<file path="config.mk">
export PLATFORM = sky130hd
export DESIGN_NAME = param_digital_lock
export DESIGN_NICKNAME = d
export VERILOG_FILES = /design/src/rtl/lock_pkg.sv /design/src/rtl/lock_timer.sv /design/src/rtl/param_digital_lock.sv
export SDC_FILE = /design/constraint.sdc
export NUM_CORES = 1
export LEC_CHECK = 0
export ABC_AREA = 1
export BUFFER_PORTS_ARGS = -buffer_cell sky130_fd_sc_hd__buf_2
export CAP_MARGIN = 20
export CORE_MARGIN = 8
export CORE_UTILIZATION = 53
export CTS_CLUSTER_DIAMETER = 200
export DETAILED_ROUTE_END_ITERATION = 10
export PLACE_DENSITY = 0.75
export SLEW_MARGIN = 20
export SYNTH_ARGS = -nofsm -noshare
export SYNTH_HDL_FRONTEND = slang
export SYNTH_SLANG_ARGS = --single-unit
</file>
<file path="constraint.sdc">
create_clock -name clk -period 1.7 [get_ports clk]
set_clock_uncertainty 0.1 [all_clocks]
set_input_delay 0.17 -clock clk [delete_from_list [all_inputs] [get_ports clk]]
set_output_delay 0.17 -clock clk [all_outputs]
set_load 0.01 [all_outputs]
</file>
<file path="src/rtl/lock_pkg.sv">
// rtl/lock_pkg.sv - state encodings and width helpers shared by the digital lock
package lock_pkg;

  localparam logic [2:0] S_LOCKED    = 3'd0;
  localparam logic [2:0] S_ENTRY     = 3'd1;
  localparam logic [2:0] S_CHECK     = 3'd2;
  localparam logic [2:0] S_UNLOCKED  = 3'd3;
  localparam logic [2:0] S_NEW_ENTRY = 3'd4;
  localparam logic [2:0] S_CONFIRM   = 3'd5;
  localparam logic [2:0] S_LOCKOUT   = 3'd6;

  // Bits needed to hold the values 0..n inclusive.
  function automatic int cnt_w(input int n);
    return (n < 1) ? 1 : $clog2(n + 1);
  endfunction

endpackage

</file>
<file path="src/rtl/lock_timer.sv">
// rtl/lock_timer.sv - one-shot lockout down-counter; done pulses in the last timed cycle
module lock_timer
  import lock_pkg::*;
#(
  parameter int CYCLES = 1000
) (
  input  logic clk,
  input  logic rst_n,
  input  logic start_i,
  output logic done_o
);

  localparam int TW = cnt_w(CYCLES);

  logic [TW-1:0] cnt_q, cnt_d;
  logic          busy_q, busy_d;

  // Loads CYCLES-1 so the done cycle is the last of exactly CYCLES busy cycles.
  always_comb begin
    cnt_d  = cnt_q;
    busy_d = busy_q;
    if (start_i) begin
      cnt_d  = TW'(CYCLES - 1);
      busy_d = 1'b1;
    end else if (busy_q) begin
      if (cnt_q == '0) busy_d = 1'b0;
      else             cnt_d  = cnt_q - TW'(1);
    end
  end

  always_ff @(posedge clk or negedge rst_n) begin
    if (!rst_n) begin
      cnt_q  <= '0;
      busy_q <= 1'b0;
    end else begin
      cnt_q  <= cnt_d;
      busy_q <= busy_d;
    end
  end

  assign done_o = busy_q && (cnt_q == '0);

endmodule

</file>
<file path="src/rtl/param_digital_lock.sv">
// rtl/param_digital_lock.sv - keypad lock FSM with failure lockout and confirmed code change
module param_digital_lock
  import lock_pkg::*;
#(
  parameter int NUM_DIGITS     = 4,
  parameter int DIGIT_W        = 4,
  parameter int MAX_TRIES      = 3,
  parameter int LOCKOUT_CYCLES = 1000,
  parameter logic [NUM_DIGITS*DIGIT_W-1:0] DEFAULT_CODE = '0
) (
  input  logic                                clk,
  input  logic                                rst_n,
  input  logic                                ent,
  input  logic                                clr,
  input  logic                                change,
  input  logic [DIGIT_W-1:0]                  sw,
  output logic [2:0]                          state_o,
  output logic                                unlocked_o,
  output logic                                lockout_o,
  output logic [$clog2(NUM_DIGITS+1)-1:0]     digit_idx_o,
  output logic [NUM_DIGITS*DIGIT_W-1:0]       entry_o,
  output logic [$clog2(MAX_TRIES+1)-1:0]      fails_o,
  output logic                                err_o,
  output logic                                changed_o
);

  localparam int CW = NUM_DIGITS * DIGIT_W;
  localparam int IW = $clog2(NUM_DIGITS + 1);
  localparam int FW = $clog2(MAX_TRIES + 1);

  logic [2:0]    state_q, state_d;
  logic [CW-1:0] entry_q, entry_d;
  logic [CW-1:0] cand_q, cand_d;
  logic [CW-1:0] code_q, code_d;
  logic [IW-1:0] idx_q, idx_d;
  logic [FW-1:0] fails_q, fails_d;
  logic          err_q, err_d;
  logic          changed_q, changed_d;
  logic          timer_start, timer_done;
  logic          capturing, pass_done;

  assign capturing = (state_q == S_ENTRY) || (state_q == S_NEW_ENTRY) || (state_q == S_CONFIRM);
  assign pass_done = (idx_q == IW'(NUM_DIGITS));

  lock_timer #(.CYCLES(LOCKOUT_CYCLES)) u_timer (
    .clk     (clk),
    .rst_n   (rst_n),
    .start_i (timer_start),
    .done_o  (timer_done)
  );

  always_comb begin
    state_d     = state_q;
    entry_d     = entry_q;
    cand_d      = cand_q;
    code_d      = code_q;
    idx_d       = idx_q;
    fails_d     = fails_q;
    err_d       = 1'b0;
    changed_d   = 1'b0;
    timer_start = 1'b0;

    if (capturing) begin
      // clr outranks both a pending pass completion and a same-cycle ent.
      if (clr) begin
        entry_d = '0;
        idx_d   = '0;
      end else if (pass_done) begin
        idx_d = '0;
        if (state_q == S_ENTRY) begin
          state_d = S_CHECK;
        end else if (state_q == S_NEW_ENTRY) begin
          cand_d  = entry_q;
          entry_d = '0;
          state_d = S_CONFIRM;
        end else begin
          if (entry_q == cand_q) begin
            code_d    = cand_q;
            changed_d = 1'b1;
          end else begin
            err_d = 1'b1;
          end
          entry_d = '0;
          cand_d  = '0;
          state_d = S_UNLOCKED;
        end
      end else if (ent) begin
        for (int i = 0; i < NUM_DIGITS; i++) begin
          if (idx_q == IW'(i)) entry_d[(NUM_DIGITS-1-i)*DIGIT_W +: DIGIT_W] = sw;
        end
        idx_d = idx_q + IW'(1);
      end
    end else begin
      unique case (state_q)
        S_LOCKED: begin
          if (ent) state_d = S_ENTRY;
        end
        S_CHECK: begin
          entry_d = '0;
          if (entry_q == code_q) begin
            fails_d = '0;
            state_d = S_UNLOCKED;
          end else begin
            err_d   = 1'b1;
            fails_d = fails_q + FW'(1);
            if (fails_q == FW'(MAX_TRIES - 1)) begin
              timer_start = 1'b1;
              state_d     = S_LOCKOUT;
            end else begin
              state_d = S_LOCKED;
            end
          end
        end
        S_UNLOCKED: begin
          if (change)   state_d = S_NEW_ENTRY;
          else if (ent) state_d = S_LOCKED;
        end
        S_LOCKOUT: begin
          if (timer_done) begin
            fails_d = '0;
            state_d = S_LOCKED;
          end
        end
        default: state_d = S_LOCKED;
      endcase
    end
  end

  always_ff @(posedge clk or negedge rst_n) begin
    if (!rst_n) begin
      state_q   <= S_LOCKED;
      entry_q   <= '0;
      cand_q    <= '0;
      code_q    <= DEFAULT_CODE;
      idx_q     <= '0;
      fails_q   <= '0;
      err_q     <= 1'b0;
      changed_q <= 1'b0;
    end else begin
      state_q   <= state_d;
      entry_q   <= entry_d;
      cand_q    <= cand_d;
      code_q    <= code_d;
      idx_q     <= idx_d;
      fails_q   <= fails_d;
      err_q     <= err_d;
      changed_q <= changed_d;
    end
  end

  assign state_o     = state_q;
  assign unlocked_o  = (state_q == S_UNLOCKED) || (state_q == S_NEW_ENTRY) || (state_q == S_CONFIRM);
  assign lockout_o   = (state_q == S_LOCKOUT);
  assign digit_idx_o = idx_q;
  assign entry_o     = entry_q;
  assign fails_o     = fails_q;
  assign err_o       = err_q;
  assign changed_o   = changed_q;

endmodule

</file>
# Word-level counts from Yosys, hierarchy flattened
# Index checks and enable logic that the tools add are counted.
totals:
  reg_bits: 69
  latchBits: 0
  ramBits: 0
  mem_bits_ro: 0
  input_bits: 9
  out_inout_bits: 28
  word_cells: 121
  memories: 0
op_classes:
  n_addsub: 3
  n_mul: 0
  n_div: 0
  n_lt_le_gt_ge: 0
  eq_ne: 26
  shifts: 0
  muxes: 53
  bitwise: 4
  n_reduce_logical: 22
ops:
  columns: ["op", "n"]
  rows:
  - ["16-bit two-way mux", 7]
  - ["3-bit two-way mux", 14]
  - ["16-bit equality test", 2]
  - ["10-bit two-way mux", 3]
  - ["1-bit two-way mux", 21]
  - ["4-bit AND reduction", 5]
  - ["4-bit two-way mux", 4]
  - ["4-bit by 2-bit != test with 1-bit output, second input constant", 4]
  - ["3-bit by 2-bit equality test with 1-bit output, second input constant", 4]
  - ["3-bit equality test, second input constant", 4]
  - ["3-bit case mux with 4 select lines", 1]
  - ["10-bit logical NOT", 1]
  - ["10-bit by 1-bit subtractor with 10-bit output, second input constant", 1]
  - ["4-bit != test, second input constant", 2]
  - ["3-bit by 1-bit equality test with 1-bit output, second input constant", 2]
  - ["3-bit logical NOT", 2]
  - ["6-bit AND reduction", 1]
  - ["2-bit nonzero test", 3]
  - ["5-bit AND reduction", 1]
  - ["1-bit logical OR", 4]
  - ["2-bit two-way mux", 2]
  - ["2-bit by 1-bit != test with 1-bit output, second input constant", 2]
  - ["2-bit != test, second input constant", 2]
  - ["4-bit by 3-bit != test with 1-bit output, second input constant", 1]
  - ["11 further kinds", 15]

# Logic depth before layout (Yosys ltp)
logic_depth:
  word_depth: 7
  ltp_mapped: 12

# Cells and area by module
# Synthesis repeated with hierarchy kept, for this count alone.
hier_totals:
  cells_unflattened: 480
  area_unflattened_um2: 3767.4
modules_own_cells:
  columns: ["mod", "n_inst", "cells_each", "area_each_um2"]
  rows:
  - ["param_digital_lock", 1, 376, 2990.4]
  - ["lock_timer", 1, 104, 777.0]

# Worst setup path after synthesis
# Ideal clock, no wire load.
synth_path:
  kind: "reg2reg"
  start: "reg idx_q[0], in the netlist digit_idx_o[0]"
  end: "reg entry_q[0], in the netlist entry_o[0]"
  arrival_ps: 1553
  required_time_ps: 1473
  slack_ps: -80
  path_stages_with_launch: 9
  n_path_buf: 0
  path_cell_list: "dfrtp_1 -> inv_1 -> ha_1 -> a21oi_1 -> inv_1 -> nor2_1 -> nand2_1 -> nand2_2 -> o21ai_0"
synth_via:
  elab_chain_len: 4
  elab_cells_between_ends: 9
  classes_between: "eq/ne: 5; mux: 3; reduce/logical: 1"
synth_rtl:
  columns: ["item", "line", "rtl"]
  rows:
  - ["from (decl)", "param_digital_lock.sv:35", "logic [IW-1:0] idx_q, idx_d;"]
  - ["from (signal assigned)", "param_digital_lock.sv:144", "idx_q <= idx_d;"]
  - ["3-bit equality test", "param_digital_lock.sv:43", "assign pass_done = (idx_q == IW'(NUM_DIGITS));"]
  - ["16-bit two-way mux", "param_digital_lock.sv:68", "end else if (pass_done) begin"]
  - ["16-bit two-way mux", "param_digital_lock.sv:65", "if (clr) begin"]
  - ["16-bit two-way mux", "param_digital_lock.sv:63", "if (capturing) begin"]
  - ["to (signal assigned)", "param_digital_lock.sv:141", "entry_q <= entry_d;"]
  - ["to (decl)", "param_digital_lock.sv:32", "logic [CW-1:0] entry_q, entry_d;"]
# Parallel ways exist; a longest one is shown, timed or not.
# A chain may end at the register's enable or synchronous reset.

# Worst setup path after layout
layout_path:
  start: "reg entry_q[8], in the netlist entry_o[8]"
  end: "reg code_q[0]"
layout_via:
  elab_chain_len: 2
layout_rtl:
  columns: ["item", "line", "rtl"]
  rows:
  - ["16-bit equality test", "param_digital_lock.sv:77", "if (entry_q == cand_q) begin"]
  - ["6-bit AND reduction (no line)", null, null]
  - ["to (signal assigned)", "param_digital_lock.sv:143", "code_q <= code_d;"]
  - ["to (decl)", "param_digital_lock.sv:34", "logic [CW-1:0] code_q, code_d;"]
# Every way passes these cells.

==> impl_metrics.env <==
export IMPL_setup_slack_ns=-0.149
export IMPL_cts_buffers=9
export IMPL_synth_top_cell_by_area="dfrtp_1"
export IMPL_layout_area_overhead_vs_synth_pct=33.6
export IMPL_power_mw=8.96
export IMPL_fmax_mhz=541
export IMPL_worstPathRequired_ns=1.88
export IMPL_netlist_instances=469
export IMPL_slew_headroom=0.745
export IMPL_layout_commonest_cell="nand2_1"
export IMPL_synth_area_leaders="dfrtp_1, nand2_1, inv_1"
export IMPL_diodes=0
export IMPL_ant_nets=0
export IMPL_finalWirelength_mm=9.66
export IMPL_drive_gt1_frac=0.339
export IMPL_cts_sinks=69
export IMPL_synth_warnings=0
export IMPL_start_util=0.544
export IMPL_wl_per_cell_um=14.7
export IMPL_crit_fanout=16
export IMPL_gr_usage_all_layers=0.194
export IMPL_die_w_um=99.0
export IMPL_vdd_drop_max_v=0.00104
export IMPL_drt_iter0_drc=231
export IMPL_arrival_ns=2.03
export IMPL_vias=3466
export IMPL_die_h_um=99.0
export IMPL_clock_path_buffers=2
export IMPL_drc_errors=0
export IMPL_outcome="finished with violations"
export IMPL_ys_ff_latch=69
export IMPL_fp_coreArea_um2=6720
export IMPL_port_buffers=36
export IMPL_crit_path_end_kind="register"
export IMPL_rsz0062_at_grt="yes"
export IMPL_cap_violations=0
export IMPL_p_leak_nw=2.51
export IMPL_placementRows=30
export IMPL_clk_pin_slew_ns=0.07
export IMPL_viasPerCell=5.27
export IMPL_synth_nets=485
export IMPL_hp_class="in -> reg"
export IMPL_violations="negative setup slack"
export IMPL_synth_seq_area_share=0.472
export IMPL_worstMarginPinSlew_ns=0.383
export IMPL_clock_latency_ns=0.36
export IMPL_cts_max_level=3
export IMPL_die_area_um2=9810
export IMPL_ys_types=28
export IMPL_regToRegStartpoint="entry_o[8]$_DFFE_PN0P_"
export IMPL_min_period_ns=1.85
export IMPL_grt_pass1_vias=3420
export IMPL_p_per_area_nw_per_um2=1830
export IMPL_ios=37
export IMPL_place_gp_congestion=0.858
export IMPL_cts_tree="built"
export IMPL_hpwl_mm=6.16
export IMPL_drt_pass1_iterations=5
export IMPL_overflow=0
export IMPL_syn_area_um2=3650
export IMPL_finalHoldViolCount=0
export IMPL_hold_slack_ns=0.0245
export IMPL_antenna_found_initial=0
export IMPL_post_synth_top_area_fraction=0.472
export IMPL_final_cell_mix="nand2_1, inv_1, dfrtp_1, buf_4"
export IMPL_grt_pass1_wl_mm=15.4
export IMPL_critPathLaunch="entry_o[8]$_DFFE_PN0P_"
export IMPL_finalSetupViolCount=19
export IMPL_grt_max_degree=70
export IMPL_final_max_slew_violation_count=0
export IMPL_root_buffer="clkbuf_8"
export IMPL_avgSynthCellArea_um2=7.79
export IMPL_critPathLaunchType="register"
export IMPL_path_class="reg -> reg"
export IMPL_min_from="change"
export IMPL_nNetsFinal=589
export IMPL_fin_crit_sh=1.09
[flip-flops by register name, summed over array words and instances, names as in the netlist]
| register | flops |
|---|---|
| changed_o | 1 |
| cand_q | 16 |
| fails_o | 2 |
| digit_idx_o | 3 |
| code_q | 16 |
| entry_o | 16 |
| u_timer.cnt_q | 10 |
| u_timer.busy_q | 1 |
| state_o | 3 |
| err_o | 1 |
[power breakdown]
part           leakage (nW)  total (mW)  internal, mW  switching [mW]
logic                  1.54        4.60          2.11            2.49
clock network         0.110        1.54         0.908           0.632
registers             0.853        2.82          2.22           0.594
total                  2.51        8.96          5.24            3.72
[synth_stat cells (all sizes together)]
master  number
nand2      138
inv         75
dfrtp       69
o21ai       62
nor2        36
nand3       35
xnor2       17
buf          9
ha           7
nand4        7
nor3         6
o22ai        2
a21oi        1
a31o         1
clkbuf       1
nand3b       1
o211ai       1
xor2         1
[path summary, 6_finish.rpt]
path / end / slack, ns / depth (start not counted)
setup / recovery: code_q[0]$_DFFE_PN0P_ / -0.15 / 7
hold / removal: state_o[2]$_DFFE_PN0P_ / 0.02 / 3
setup reg to reg: code_q[0]$_DFFE_PN0P_ / -0.15 / 7
hold reg to reg: fails_o[0]$_DFFE_PN0P_ / 0.41 / 1
max in group asynchronous: entry_o[8]$_DFFE_PN0P_ / 0.90 / 3
min in group asynchronous: digit_idx_o[1]$_DFFE_PN0P_ / 0.24 / 3
[area by class of cell]
cell class | count | area [um^2]
Multi-Input combinational cell | 315 | 1740
Tap cell | 80 | 100
Clock inverter | 3 | 67.6
Sequential cell | 69 | 1740
Clock buffer | 13 | 159
Fill cell | 461 | 1840
Timing Repair Buffer | 103 | 793
Inverter | 75 | 282
[worst max-delay path: stages (launching register included)]
cell and delay, ns:
dfrtp_2 0.44, xnor2_1 0.22, nand4_1 0.18, nor2_1 0.18, buf_4 0.15, nand3_4 0.13
clkbuf_16 0.23, o21ai_1 0.14
[cells by family (layout without fill, tap and decap cells)]
family,count (synthesis),count (layout),synth area share
simple gates,223,223,0.261
buf+inv,85,194,0.0955
flops,69,69,0.472
compound gates,67,67,0.104
xor+xnor,18,18,0.0431
fa+ha+maj,7,7,0.0240
[routing by layer]
metal,vias to the layer above,GRT usage,share of wire
met5,-,0,0
met4,0,0.0697,0.012
met3,11,0.0416,0.064
met2,121,0.329,0.51
met1,1660,0.235,0.41
li1,1674,-,-
[timing repair]
action | in CTS | in global routing
hold buffers | 2 | 0
cloned | 0 | 3
buffers inserted | 1 | 13
pin swaps | 0 | 11
gates resized for setup | 8 | 56
setup endpoints to repair | 30 | 67
hold endpoints to repair | 70 | 0
[through the flow]
step | instance area (um^2) | TNS (ns) | instances | setup WS, ns | util
6_report | 4880 | -2.01 | 658 | -0.149 | 0.727
3_5_place_dp | 4280 | -0.504 | 623 | -0.0428 | 0.637
4_1_cts | 4560 | -0.169 | 642 | -0.0229 | 0.679
3_3_place_gp | 4280 | -0.0237 | 623 | -0.0108 | 0.637
2_1_floorplan | 3670 | 0 | 469 | 0.0177 | -
5_1_grt | 4880 | -6.40 | 658 | -0.253 | 0.727
No activity file was read; power rests on OpenSTA's default activity.
